--- config.mk ---
export PLATFORM = sky130hd
export DESIGN_NAME = trg_clk_phs_shift_ctrl
export DESIGN_NICKNAME = d
export VERILOG_FILES = /design/src/rtl/trg_clk_phs_shift_ctrl.sv
export SDC_FILE = /design/constraint.sdc
export NUM_CORES = 1
export LEC_CHECK = 0
export CORE_ASPECT_RATIO = 0.9
export CORE_MARGIN = 1
export CORE_UTILIZATION = 56
export CTS_CLUSTER_DIAMETER = 30
export CTS_CLUSTER_SIZE = 14
export DETAILED_ROUTE_END_ITERATION = 8
export PLACE_DENSITY_LB_ADDON = 0.1
export SLEW_MARGIN = 40
export SYNTH_ARGS = -nofsm -noshare
export SYNTH_HDL_FRONTEND = slang
export SYNTH_SLANG_ARGS = --single-unit
--- constraint.sdc ---
create_clock -name CLK -period 2.75 [get_ports CLK]
set_clock_uncertainty 0.05 [all_clocks]
set_input_delay 0.825 -clock CLK [delete_from_list [all_inputs] [get_ports CLK]]
set_output_delay 0.825 -clock CLK [all_outputs]
set_load 0.005 [all_outputs]
--- src/rtl/trg_clk_phs_shift_ctrl.sv ---
// Trigger-clock phase-change initiator: handshakes with the start FSM,
// then walks the MMCM dynamic phase shifter one step at a time.
module trg_clk_phs_shift_ctrl #(
  parameter int unsigned PHS_W    = 8,
  parameter int unsigned ACK_TMO  = 255,
  parameter int unsigned PS_TMO   = 1023,
  parameter int unsigned HOLD_CYC = 16
) (
  input  logic             CLK,
  input  logic             RST_N,
  input  logic             PHS_REQ,
  input  logic [PHS_W-1:0] PHS_TARGET,
  input  logic             TRG_RST,
  input  logic             MMCM_LOCK,
  input  logic             PSDONE,
  output logic             CLK_PHS_CHNG,
  output logic             PSEN,
  output logic             PSINCDEC,
  output logic [PHS_W-1:0] PHS_CUR,
  output logic             BUSY,
  output logic             DONE,
  output logic             ERR
);

  localparam int unsigned MAX_AP =
    (ACK_TMO > PS_TMO) ? ACK_TMO : PS_TMO;
  localparam int unsigned CNT_MAX =
    (MAX_AP > HOLD_CYC) ? MAX_AP : HOLD_CYC;
  localparam int unsigned CNT_W = $clog2(CNT_MAX + 1);

  localparam logic [CNT_W-1:0] ACK_LAST  = CNT_W'(ACK_TMO - 1);
  localparam logic [CNT_W-1:0] PS_LAST   = CNT_W'(PS_TMO - 1);
  localparam logic [CNT_W-1:0] HOLD_LAST = CNT_W'(HOLD_CYC);

  typedef enum logic [2:0] {
    S_IDLE,
    S_ACK,
    S_STEP,
    S_WAIT_PS,
    S_WAIT_LOCK,
    S_HOLD,
    S_ABORT
  } state_t;

  state_t           state_q, state_d;
  logic [CNT_W-1:0] cnt_q, cnt_d;
  logic [PHS_W-1:0] tgt_q, tgt_d;
  logic [PHS_W-1:0] cur_q, cur_d;
  logic             chng_q, chng_d;
  logic             psen_q, psen_d;
  logic             dir_q, dir_d;
  logic             busy_q, busy_d;
  logic             done_q, done_d;
  logic             err_q, err_d;

  always_comb begin
    state_d = state_q;
    tgt_d   = tgt_q;
    cur_d   = cur_q;
    chng_d  = chng_q;
    psen_d  = 1'b0;
    dir_d   = dir_q;
    busy_d  = 1'b1;
    done_d  = 1'b0;
    err_d   = err_q;

    unique case (state_q)
      S_IDLE: begin
        busy_d = 1'b0;
        chng_d = 1'b0;
        if (PHS_REQ) begin
          tgt_d = PHS_TARGET;
          err_d = 1'b0;
          if (PHS_TARGET == cur_q) begin
            done_d = 1'b1;
          end else begin
            state_d = S_ACK;
          end
        end
      end

      S_ACK: begin
        chng_d = 1'b1;
        if (TRG_RST) begin
          state_d = S_STEP;
        end else if (cnt_q == ACK_LAST) begin
          state_d = S_ABORT;
        end
      end

      S_STEP: begin
        chng_d  = 1'b1;
        psen_d  = 1'b1;
        dir_d   = (tgt_q > cur_q);
        state_d = S_WAIT_PS;
      end

      S_WAIT_PS: begin
        chng_d = 1'b1;
        if (PSDONE) begin
          cur_d = dir_q ? cur_q + PHS_W'(1)
                        : cur_q - PHS_W'(1);
          state_d = (cur_d != tgt_q) ? S_STEP
                                     : S_WAIT_LOCK;
        end else if (cnt_q == PS_LAST) begin
          state_d = S_ABORT;
        end
      end

      S_WAIT_LOCK: begin
        chng_d = 1'b1;
        if (MMCM_LOCK) begin
          state_d = S_HOLD;
        end else if (cnt_q == PS_LAST) begin
          state_d = S_ABORT;
        end
      end

      // Flag, DONE and BUSY all change on the same edge at hold exit
      S_HOLD: begin
        chng_d = 1'b1;
        if (cnt_q == HOLD_LAST) begin
          chng_d  = 1'b0;
          busy_d  = 1'b0;
          done_d  = 1'b1;
          state_d = S_IDLE;
        end
      end

      S_ABORT: begin
        chng_d  = 1'b0;
        err_d   = 1'b1;
        state_d = S_IDLE;
      end

      default: begin
        state_d = S_IDLE;
      end
    endcase
  end

  always_comb begin
    cnt_d = cnt_q + CNT_W'(1);
    if ((state_d != state_q) || (state_q == S_IDLE)) begin
      cnt_d = '0;
    end
  end

  always_ff @(posedge CLK or negedge RST_N) begin
    if (!RST_N) begin
      state_q <= S_IDLE;
      cnt_q   <= '0;
      tgt_q   <= '0;
      cur_q   <= '0;
      chng_q  <= 1'b0;
      psen_q  <= 1'b0;
      dir_q   <= 1'b0;
      busy_q  <= 1'b0;
      done_q  <= 1'b0;
      err_q   <= 1'b0;
    end else begin
      state_q <= state_d;
      cnt_q   <= cnt_d;
      tgt_q   <= tgt_d;
      cur_q   <= cur_d;
      chng_q  <= chng_d;
      psen_q  <= psen_d;
      dir_q   <= dir_d;
      busy_q  <= busy_d;
      done_q  <= done_d;
      err_q   <= err_d;
    end
  end

  assign CLK_PHS_CHNG = chng_q;
  assign PSEN         = psen_q;
  assign PSINCDEC     = dir_q;
  assign PHS_CUR      = cur_q;
  assign BUSY         = busy_q;
  assign DONE         = done_q;
  assign ERR          = err_q;

endmodule

==> reports/results.ini <==
[synth]
synth_cell_types = 46
netlist_instances = 251
synth_edf_count = 0
synthFlopType = dfrtp_1
avgSynthCellArea_um2 = 9.28
synth_area_um2 = 2330
synth-seq-cells = 35
seq_area_frac_synth_pct = 37.6
async_reset_ff_share_pct = 100
syn-num-nets = 283
ys_warn_count = 0

[clock_tree]
cts_hold_buffers = 0
clockBufferDepth = 2
insertion_delay_ps = 300
cts_inserted_buffers = 5
cts_tree = done
clk_pin_slew_ps = 80
cts.sinks = 35
ctsResizeCount = 0
cts_root_buf = clkbuf_8
htreeDepth = 2
postCtsSetupRepairBufs = 0

[power]
vdd_drop_max_uv = 741
p_leak_nw = 1.23
cellPowerDensity_nw_per_um2 = 1130

[die]
dieWidth_um = 70.0
io_pins = 28
die_y_um = 63.2
core_region_area_um2 = 3840
rows = 21
die-area_um2 = 4420
start_util_pct = 60.7

[cells_and_area]
fin_area_um2 = 2770
mostFrequentLayoutCells = dfrtp_1, clkdlybuf4s50_1, nor2_1
area_delta_synth_final_pct = 18.8
nets = 315
utilization_pct = 72.1
final_common_cell = dfrtp_1
drive_gt1_share_pct = 8.45
antenna_cells = 0

[critical_path]
cp.required_ps = 2890
cp_max_fo = 6
startpoint_type = flip-flop
arrival_ps = 2570
crit_buf_inv = 1
path_class = flip-flop to flip-flop
cp-end-kind = flip-flop
cp_cell_sequence = inv_1 -> ha_1 -> or2_1 -> and3_1 -> o31ai_4 -> xnor2_1 -> nand4_1 -> a21o_1
ff2ff_setup_slack_ps = 310
cp_top_family = simple AND/OR/NAND/NOR gates
cp_slowest_stage_delay_ps = 490
slowest_stage = dfrtp_1

[global_routing]
grt_max_degree = 36
overflow = 0
grt_usage_pct = 25.3
first_global_vias = 1800
antenna_found_initial = 0
grt_pass1_wl_um = 8610

[routing]
first_iter_violations = 153
drc = 0
drt.antenna.violating_nets = 0
routed_wl_um = 5160
viasPerCell = 5.90
first_pass_iters = 5
wl_per_cell_um = 15.6
vias = 1947

[timing]
fin_tns_setup_ps = 0
hold_viol = 0
drv_slew = 0
rsz0062_at_grt = no
maxSlewHeadroom_pct = 65.8
fmax_mhz = 411
whs_ps = 434
setup_viol = 0
period_needed_ps = 2440
tightest_slew_ps = 511
period_share_pct = 88.6

[placed_design]
io_buffer_count = 27
dp_hpwl_um = 3770
place.gp.congestion = 0.882
place_area_um2 = 2660

[status]
outcome = finished clean

[hold_path]
hold_class = flip-flop to flip-flop

[flow_run]
maxCapViolCount = 0

[cell families after synthesis]
group                      share of synthesized area [%]
DFF                                                 37.6
and+or+nand+nor                                     17.8
muxes                                               4.67
buffers and inverters                               4.46
adders and majority gates                           9.99
xor gates and xnor gates                            11.3
AOI/OAI and AO/OA                                   14.2
[where the power goes]
| part | total [mW] | switching [mW] | internal [mW] | leakage (nW) |
|---|---|---|---|---|
| clock network | 0.475 | 0.205 | 0.270 | 0.0581 |
| logic | 1.80 | 0.958 | 0.847 | 0.728 |
| registers | 0.840 | 0.189 | 0.651 | 0.444 |
[metrics by stage]
stage	setup slack (ps)	instances	power, mW
global placement	288	322	2.60
detailed placement	288	322	2.61
global route	131	330	3.35
floorplan	407	251	2.12
finish	315	330	3.12
CTS	334	330	3.10
[area by class of cell]
cell class / count / area (µm²)
multi-input combinational: 191 / 1350
fill: 305 / 1070
sequential: 35 / 876
timing repair buffer: 31 / 300
inverter: 19 / 71.3
clock buffer: 5 / 68.8
tap: 46 / 57.6
clock inverter: 3 / 43.8
[registers in the layout, summed over array words and instances (netlist names), 3 cells and up]
signal,count
state_q,3
tgt_q,8
PHS_CUR,8
cnt_q,10
[synth_stat cells (2+ instances only)]
| cell type | n | share of area (%) |
|---|---|---|
| a2111oi_0 | 2 | 0.75 |
| a21o_1 | 2 | 0.64 |
| a21oi_1 | 12 | 2.6 |
| a31oi_1 | 3 | 0.81 |
| and3_1 | 4 | 1.1 |
| buf_2 | 2 | 0.43 |
| clkbuf_1 | 3 | 0.48 |
| dfrtp_1 | 35 | 38 |
| ha_1 | 17 | 9.1 |
| inv_1 | 18 | 2.9 |
| mux2_2 | 7 | 3.4 |
| mux2i_1 | 3 | 1.3 |
| nand2_1 | 19 | 3.1 |
| nand2b_1 | 4 | 1.1 |
| nand3_1 | 5 | 1.1 |
| nand4_1 | 4 | 1.1 |
| nor2_1 | 26 | 4.2 |
| nor2b_1 | 5 | 1.3 |
| nor3_1 | 5 | 1.1 |
| nor4_1 | 4 | 1.1 |
| o21a_1 | 4 | 1.3 |
| o21ai_0 | 6 | 1.3 |
| o21ai_1 | 6 | 1.3 |
| o22ai_1 | 2 | 0.54 |
| o31ai_1 | 2 | 0.64 |
| o32ai_1 | 3 | 1.1 |
| xnor2_1 | 15 | 5.6 |
| xor2_1 | 15 | 5.6 |
[worst paths after layout]
check                           cells after the start      from    endpoint
min in group asynchronous                           2     RST_N  PHS_CUR[5]
max in group asynchronous                           2     RST_N  PHS_CUR[6]
worst max-delay path                                8  PSINCDEC  state_q[1]
worst min register to register                      1  cnt_q[0]    cnt_q[0]
worst max register to register                      8  PSINCDEC  state_q[1]
worst min-delay path                                1  cnt_q[0]    cnt_q[0]
[layer usage]
metal  GRT usage, %  vias up  routed length (µm)
met5              0        -                   0
met4           10.5        0                 126
met3           4.96       13                 357
met2           35.9       78                2190
met1           37.5      912                2480
li1               -      944                   -
[worst register-to-register path, cell delays in order, from the launching register on]
cell	delay, ps
dfrtp_1	490
inv_1	130
ha_1	360
or2_1	270
and3_1	270
o31ai_4	280
xnor2_1	170
nand4_1	110
a21o_1	190
Power figures use the tool's default switching activity.
